File: src/rtl/sync_counter_mode_pkg.sv
// -----------------------------------------------------------------------------
// sync_cnt_pkg
// Shared types and defaults for the sync_counter_mode counter slice.
//   cnt_mode_e       : terminal behaviour selector (wrap / saturate / one-shot)
//   DEFAULT_WIDTH    : default counter width
//   DEFAULT_PRESCALE : default enable cycles per count step
//   isWrapMode()     : true for modes that wrap at the terminal value
// Optional feature macro used by the slice: SYNC_CNT_PRESCALE_EN
// -----------------------------------------------------------------------------
package sync_cnt_pkg;

  // Terminal modes; the reserved encoding is decoded as wrap so that a
  // stray value on mode_i never freezes the counter.
  typedef enum logic [1:0] {
    CNT_WRAP    = 2'd0,
    CNT_SAT     = 2'd1,
    CNT_ONESHOT = 2'd2,
    CNT_RSVD    = 2'd3
  } cnt_mode_e;

  localparam int DEFAULT_WIDTH    = 8;
  localparam int DEFAULT_PRESCALE = 4;

  // Wrap and reserved share the same terminal action.
  function automatic logic isWrapMode(input cnt_mode_e mode);
    return (mode == CNT_WRAP) || (mode == CNT_RSVD);
  endfunction

endpackage

File: src/rtl/sync_counter_mode_if.sv
// -----------------------------------------------------------------------------
// sync_counter_mode_if
// Control/status bundle between a counter user (master) and the counter
// (slave). Names carry the direction as seen from the counter.
//   en_i, clr_i, load_i, load_val_i, limit_i, dir_i, mode_i : to counter
//   counter_o, end_o, done_o                                : from counter
// Parameter WIDTH must match the WIDTH of the attached counter.
// -----------------------------------------------------------------------------
interface sync_counter_mode_if
  import sync_cnt_pkg::*;
#(
  parameter int WIDTH = DEFAULT_WIDTH
);

  logic             en_i;
  logic             clr_i;
  logic             load_i;
  logic [WIDTH-1:0] load_val_i;
  logic [WIDTH-1:0] limit_i;
  logic             dir_i;
  cnt_mode_e        mode_i;
  logic [WIDTH-1:0] counter_o;
  logic             end_o;
  logic             done_o;

  // The user of the counter drives controls and observes status.
  modport master (
    output en_i, clr_i, load_i, load_val_i, limit_i, dir_i, mode_i,
    input  counter_o, end_o, done_o
  );

  // The counter itself.
  modport slave (
    input  en_i, clr_i, load_i, load_val_i, limit_i, dir_i, mode_i,
    output counter_o, end_o, done_o
  );

endinterface

File: src/rtl/sync_counter_mode_prescaler.sv
// -----------------------------------------------------------------------------
// cnt_prescaler
// Divides the count enable so the main counter steps once every PRESCALE
// enabled cycles. Only instantiated when SYNC_CNT_PRESCALE_EN is defined.
//   clk    : system clock, rising edge
//   nrst   : asynchronous active-low reset
//   en_i   : count enable; the phase only advances on enabled cycles
//   clr_i  : synchronous phase clear (driven by counter clear or load)
//   tick_o : high on the enabled cycle that completes a PRESCALE group
// Parameter PRESCALE >= 1; PRESCALE = 1 ticks on every enabled cycle.
// -----------------------------------------------------------------------------
module cnt_prescaler
  import sync_cnt_pkg::*;
#(
  parameter int PRESCALE = DEFAULT_PRESCALE
) (
  input  logic clk,
  input  logic nrst,
  input  logic en_i,
  input  logic clr_i,
  output logic tick_o
);

  // A one-bit phase register is kept even for PRESCALE = 1; it simply
  // never leaves zero, which keeps the declarations legal for every value.
  localparam int PW = (PRESCALE > 1) ? $clog2(PRESCALE) : 1;
  localparam logic [PW-1:0] LAST_PHASE = PW'(PRESCALE - 1);

  logic [PW-1:0] phase_q;
  logic [PW-1:0] phase_d;

  // Next phase: clear wins, otherwise advance on enable and roll over after
  // the last phase so the following group starts cleanly from zero.
  always_comb begin
    phase_d = phase_q;
    if (clr_i) begin
      phase_d = '0;
    end else if (en_i) begin
      if (phase_q == LAST_PHASE) begin
        phase_d = '0;
      end else begin
        phase_d = phase_q + PW'(1);
      end
    end
  end

  // Phase register.
  always_ff @(posedge clk or negedge nrst) begin
    if (!nrst) begin
      phase_q <= '0;
    end else begin
      phase_q <= phase_d;
    end
  end

  // The tick coincides with the enabled cycle sitting on the last phase.
  assign tick_o = en_i & (phase_q == LAST_PHASE);

endmodule

File: src/rtl/sync_counter_mode.sv
// -----------------------------------------------------------------------------
// sync_counter_mode
// Width-generic up/down counter with a runtime limit and three terminal
// modes (wrap, saturate, one-shot), synchronous clear and load. Used as the
// timer/sequencer primitive for the exercise designs.
//   clk            : system clock, rising edge
//   nrst           : asynchronous active-low reset
//   bus (slave)    : sync_counter_mode_if
//     en_i         : count enable
//     clr_i        : synchronous clear (highest priority)
//     load_i       : synchronous load of min(load_val_i, limit_i)
//     load_val_i   : load value
//     limit_i      : up-count terminal value / down-count reload value
//     dir_i        : 0 = up, 1 = down
//     mode_i       : cnt_mode_e terminal mode
//     counter_o    : registered count
//     end_o        : registered one-cycle pulse on reaching the terminal
//     done_o       : registered sticky one-shot completion flag
// Parameters: WIDTH (>= 2), PRESCALE (>= 1, only with the macro below).
// Optional feature: define SYNC_CNT_PRESCALE_EN to step once every PRESCALE
// enabled cycles instead of every enabled cycle.
// -----------------------------------------------------------------------------
module sync_counter_mode
  import sync_cnt_pkg::*;
#(
  parameter int WIDTH    = DEFAULT_WIDTH,
  parameter int PRESCALE = DEFAULT_PRESCALE
) (
  input logic                clk,
  input logic                nrst,
  sync_counter_mode_if.slave bus
);

  logic [WIDTH-1:0] count_q;
  logic [WIDTH-1:0] count_d;
  logic             end_q;
  logic             end_d;
  logic             done_q;
  logic             done_d;

  logic             tick;
  logic             stepEn;
  logic             atTerminal;
  logic [WIDTH-1:0] terminalVal;

`ifdef SYNC_CNT_PRESCALE_EN
  // Clear and load both restart the prescale phase so a fresh count always
  // waits a full PRESCALE group before its first step.
  cnt_prescaler #(
    .PRESCALE (PRESCALE)
  ) uPrescaler (
    .clk    (clk),
    .nrst   (nrst),
    .en_i   (bus.en_i),
    .clr_i  (bus.clr_i | bus.load_i),
    .tick_o (tick)
  );
`else
  // Without the prescaler every enabled cycle is a step candidate.
  localparam int unusedPrescale = PRESCALE;
  assign tick = 1'b1;
`endif

  // A finished one-shot refuses further steps until cleared or reloaded.
  assign stepEn = bus.en_i & tick & ~done_q;

  // Terminal detection. An up-count sitting above a lowered limit is treated
  // as terminal so the terminal action pulls it back into range instead of
  // letting it run on towards the top of the range.
  always_comb begin
    terminalVal = '0;
    atTerminal  = 1'b0;
    if (bus.dir_i) begin
      terminalVal = '0;
      atTerminal  = (count_q == '0);
    end else begin
      terminalVal = bus.limit_i;
      atTerminal  = (count_q >= bus.limit_i);
    end
  end

  // Next-state logic with priority clear > load > step. end_d is raised only
  // when a step lands on the terminal value; a hold at the terminal (saturate
  // or one-shot) never produces a new pulse, while a wrap that lands back on
  // the terminal (limit of zero) does, once per step.
  always_comb begin
    count_d = count_q;
    done_d  = done_q;
    end_d   = 1'b0;
    if (bus.clr_i) begin
      count_d = '0;
      done_d  = 1'b0;
    end else if (bus.load_i) begin
      count_d = (bus.load_val_i > bus.limit_i) ? bus.limit_i : bus.load_val_i;
      done_d  = 1'b0;
    end else if (stepEn) begin
      if (atTerminal) begin
        if (isWrapMode(bus.mode_i)) begin
          count_d = bus.dir_i ? bus.limit_i : '0;
          end_d   = (count_d == terminalVal);
        end else if (bus.mode_i == CNT_ONESHOT) begin
          done_d = 1'b1;
        end
      end else begin
        count_d = bus.dir_i ? (count_q - WIDTH'(1)) : (count_q + WIDTH'(1));
        end_d   = (count_d == terminalVal);
      end
    end
  end

  // State and output registers; reset takes effect immediately.
  always_ff @(posedge clk or negedge nrst) begin
    if (!nrst) begin
      count_q <= '0;
      end_q   <= 1'b0;
      done_q  <= 1'b0;
    end else begin
      count_q <= count_d;
      end_q   <= end_d;
      done_q  <= done_d;
    end
  end

  // Outputs come straight from flops.
  assign bus.counter_o = count_q;
  assign bus.end_o     = end_q;
  assign bus.done_o    = done_q;

endmodule

File: src/flat_wrapper.sv
// flat-port wrapper written by rule: the top's interface ports become plain ports
module sync_counter_mode_flat import sync_cnt_pkg::*;
#(
  parameter int WIDTH    = DEFAULT_WIDTH,
  parameter int PRESCALE = DEFAULT_PRESCALE
)
  (clk, nrst, bus_en_i, bus_clr_i, bus_load_i, bus_load_val_i, bus_limit_i, bus_dir_i, bus_mode_i, bus_counter_o, bus_end_o, bus_done_o);
  sync_counter_mode_if #(.WIDTH(WIDTH)) bus_i ();
  input logic clk;
  input logic nrst;
  input wire logic [$bits(bus_i.en_i)-1:0] bus_en_i;
  input wire logic [$bits(bus_i.clr_i)-1:0] bus_clr_i;
  input wire logic [$bits(bus_i.load_i)-1:0] bus_load_i;
  input wire logic [$bits(bus_i.load_val_i)-1:0] bus_load_val_i;
  input wire logic [$bits(bus_i.limit_i)-1:0] bus_limit_i;
  input wire logic [$bits(bus_i.dir_i)-1:0] bus_dir_i;
  input wire logic [$bits(bus_i.mode_i)-1:0] bus_mode_i;
  output wire logic [$bits(bus_i.counter_o)-1:0] bus_counter_o;
  output wire logic [$bits(bus_i.end_o)-1:0] bus_end_o;
  output wire logic [$bits(bus_i.done_o)-1:0] bus_done_o;
  assign bus_i.en_i = bus_en_i;
  assign bus_i.clr_i = bus_clr_i;
  assign bus_i.load_i = bus_load_i;
  assign bus_i.load_val_i = bus_load_val_i;
  assign bus_i.limit_i = bus_limit_i;
  assign bus_i.dir_i = bus_dir_i;
  assign bus_i.mode_i = bus_mode_i;
  assign bus_counter_o = bus_i.counter_o;
  assign bus_end_o = bus_i.end_o;
  assign bus_done_o = bus_i.done_o;
  sync_counter_mode #(.WIDTH(WIDTH), .PRESCALE(PRESCALE)) u_core (.clk(clk), .nrst(nrst), .bus(bus_i));
endmodule
File: config.mk
export PLATFORM = sky130hd
export DESIGN_NAME = sync_counter_mode_flat
export DESIGN_NICKNAME = d
export VERILOG_FILES = /design/src/rtl/sync_counter_mode_pkg.sv /design/src/rtl/sync_counter_mode_if.sv /design/src/rtl/sync_counter_mode_prescaler.sv /design/src/rtl/sync_counter_mode.sv /design/src/flat_wrapper.sv
export SDC_FILE = /design/constraint.sdc
export NUM_CORES = 1
export LEC_CHECK = 0
export BUFFER_PORTS_ARGS = -buffer_cell sky130_fd_sc_hd__buf_2
export CORE_ASPECT_RATIO = 0.7
export CORE_MARGIN = 1.5
export CORE_UTILIZATION = 55
export CTS_CLUSTER_DIAMETER = 100
export CTS_CLUSTER_SIZE = 12
export DETAILED_ROUTE_END_ITERATION = 10
export PLACE_DENSITY = 0.82
export SLEW_MARGIN = 5
export SYNTH_ARGS = -nofsm -noshare
export SYNTH_HDL_FRONTEND = slang
export SYNTH_SLANG_ARGS = --single-unit
File: constraint.sdc
create_clock -name clk -period 4.2 [get_ports clk]
set_clock_uncertainty 0.15 [all_clocks]
set_input_delay 0.84 -clock clk [delete_from_list [all_inputs] [get_ports clk]]
set_output_delay 0.84 -clock clk [all_outputs]
set_load 0.01 [all_outputs]
==> impl_metrics.env <==
export IMPL_finalNetCount=309
export IMPL_synthCells=230
export IMPL_worstPathArrival_ns=3.27
export IMPL_maxSlewViolCount=0
export IMPL_yosys_area_top_type="ha_1"
export IMPL_synth_net_count=278
export IMPL_n_antenna_cell=0
export IMPL_status="complete, no violations"
export IMPL_crit_path_end_kind="register"
export IMPL_die_area_um2=3684
export IMPL_fp_coreArea_um2=3169
export IMPL_die_w_um=71.91
export IMPL_hp_class="input pin to asynchronous set/reset pin"
export IMPL_synth_area_leaders="ha_1 (16%), dfrtp_1 (14%), nor2_1 (4.5%), o211ai_1 (4.5%), o21ai_0 (3.3%)"
export IMPL_drive_gt1_share_pct=21.15
export IMPL_antenna_left=0
export IMPL_clkTransAtPathRegs_ns=0.06
export IMPL_reg2reg_from="u_core.bus.counter_o[0]"
export IMPL_htree_num_levels=1
export IMPL_overflow=0
export IMPL_async_flop_share_pct=100.0
export IMPL_yosysSeqAreaShare_pct=13.69
export IMPL_ys_types=60
export IMPL_synth_top_area_share_pct=15.74
export IMPL_cpLargestDelayFamily="compound AO/OA/AOI/OAI gates"
export IMPL_cts_buffers_inserted=3
export IMPL_initial_core_util_pct=57.68
export IMPL_fmax_mhz=305.5
export IMPL_dominantRegCellSynth="dfrtp_1"
export IMPL_io_pins=34
export IMPL_critPathBufInv=1
export IMPL_synth_seq_cells=10
export IMPL_dp_hpwl_um=4081
export IMPL_rsz0062_at_grt="false"
export IMPL_tns_ns=0
export IMPL_ir_worst_vdd_mv=0.1608
export IMPL_drc=0
export IMPL_ctsResizeCount=0
export IMPL_rows=17
export IMPL_min_period_over_period_pct=77.93
export IMPL_cp_slowest_stage_delay_ns=0.41
export IMPL_cp_start_kind="input pin"
export IMPL_routed_wl_um=5071
export IMPL_grt_use_total_pct=29.52
export IMPL_routedWlPerCell_um=17.02
export IMPL_slew_limit_headroom_pct=62.43
export IMPL_clkLatencyLatePin_ns=0.26
export IMPL_crit_required_ns=4.20
export IMPL_synth_cell_area_um2=1828
export IMPL_post_cts_setup_buffers=0
export IMPL_synth_most_common_cell="ha_1"
export IMPL_drt_pass1_iter_count=4
export IMPL_syn_area_per_cell_um2=7.948
export IMPL_die_h_um=51.24
export IMPL_cts_tree="done"
export IMPL_timing_max_cap_violations=0
export IMPL_finish_utilization_pct=65.14
export IMPL_clockBufferDepth=2
export IMPL_antenna_found_initial=0
export IMPL_drtIter0Drc=119
export IMPL_crit_slowest_cell="buf_2"
export IMPL_min_period_ns=3.273
export IMPL_worst_pin_slew_ns=0.5615
export IMPL_critPathKind="input pin to register"
export IMPL_port_buffers=33
export IMPL_clock_sinks=10
export IMPL_drt_vias_per_instance=6.594
export IMPL_synthTopCellsByCount="ha_1 (23), nor2_1 (22), inv_1 (13), nand2_1 (13), o21ai_0 (12)"
export IMPL_path_cells="buf_2 -> ha_1 -> a211oi_1 -> nor2_1 -> xnor2_1 -> mux2_2 -> o21a_1 -> o41ai_2"
export IMPL_gp_congestion=0.8989
export IMPL_yosysWarnings=0
export IMPL_p_leak_nw=0.9523
export IMPL_power_density_nw_per_um2=289.9
export IMPL_finalHoldViolCount=0
export IMPL_grt_pass1_vias=1651
export IMPL_area_growth_pct=12.94
export IMPL_root_buffer="clkbuf_8"
export IMPL_path_max_fanout=29
export IMPL_cts_hold_buf=0
export IMPL_crit_start="bus_dir_i"
export IMPL_grt_max_degree=30
export IMPL_finalSetupViolations=0
export IMPL_grt_pass1_wl_um=8300
export IMPL_num_vias=1965
export IMPL_synth_edf_count=0
## where the power goes
part | internal [mW] | total (mW) | switching, mW
Sequential | 0.106 | 0.128 | 0.0216
Combinational | 0.142 | 0.335 | 0.193
Clock | 0.0833 | 0.136 | 0.0527
Total | 0.331 | 0.598 | 0.267
## stage by stage
step	power, mW	instances	cell area, µm²	setup WS (ns)	hold slack, ns
floorplan	0.3722	230	1828	1.235	0.3919
global route	0.6411	298	2064	0.8240	0.3193
detailed placement	0.4577	294	2009	0.6808	0.3430
global placement	0.4530	294	2009	0.7944	0.3332
finish	0.5984	298	2064	0.9268	0.3013
CTS	0.5918	298	2064	0.9432	0.3073
## area by class of cell
type	count	area (µm²)
clock buffer	4	55.05
sequential	10	250.2
tap	38	47.55
inverter	13	48.80
multi-input combinational	200	1498
timing repair buffer	33	165.2
fill	284	1105
## logic make-up (layout without fill, tap and decap cells)
| kind of cell | count (synthesis) | in the layout | share of synthesized area [%] |
|---|---|---|---|
| muxes | 6 | 6 | 3.491 |
| adders and majority gates | 24 | 24 | 16.84 |
| AOI/OAI and AO/OA | 80 | 80 | 34.29 |
| and+or+nand+nor | 83 | 83 | 23.96 |
| xor gates and xnor gates | 7 | 7 | 3.354 |
| buffers and inverters | 20 | 50 | 4.381 |
| DFF | 10 | 10 | 13.69 |
## routing by layer
metal  vias to the layer above  routed length, µm  global-route usage (%)
met5                         -                  0                       0
met4                         0                 84                   8.805
met3                         9                473                   5.720
met2                        95               2032                   40.28
met1                       901               2481                   45.75
li1                        960                  -                       -
## worst paths after layout
path / end / slack [ns] / cells after the start
max: u_core.bus.end_o / 0.93 / 8
min: u_core.bus.end_o / 0.30 / 1
max reg2reg: u_core.bus.counter_o[4] / 1.15 / 8
min reg2reg: u_core.bus.done_o / 0.35 / 1
max in group asynchronous: u_core.bus.counter_o[6] / 3.38 / 1
min in group clk: u_core.bus.done_o / 0.35 / 1
## placed cells by master (no fill, tap or decap), types with 2 or more instances in the layout
cell / synthesis / layout
o21ai_1: 2 / 2
o21a_1: 4 / 4
or3b_1: 2 / 2
a221oi_1: 4 / 4
mux2i_1: 3 / 3
dfrtp_1: 10 / 10
clkbuf_8: 0 / 4
nand2b_1: 4 / 4
nor2_1: 22 / 22
nor2b_1: 4 / 4
o211ai_1: 11 / 11
o2111ai_1: 2 / 2
mux2_2: 3 / 3
o21ai_0: 12 / 12
inv_1: 13 / 13
and3_1: 5 / 5
a21oi_1: 9 / 9
nor3_1: 10 / 10
o221ai_1: 5 / 5
nand2_1: 13 / 13
nor4_1: 2 / 2
ha_1: 23 / 23
o211a_1: 2 / 2
buf_2: 1 / 33
nor4b_1: 2 / 2
a21o_1: 4 / 4
a211oi_1: 4 / 4
nand3_1: 8 / 8
o41ai_2: 2 / 2
xnor2_1: 3 / 3
xor2_1: 4 / 4
a21boi_0: 3 / 3
or3_1: 2 / 2
## flip-flops by register name, summed over array words and instances (netlist names)
name,cells
u_core.bus.end_o,1
u_core.bus.done_o,1
u_core.bus.counter_o,8
Power figures use the tool's default switching activity.
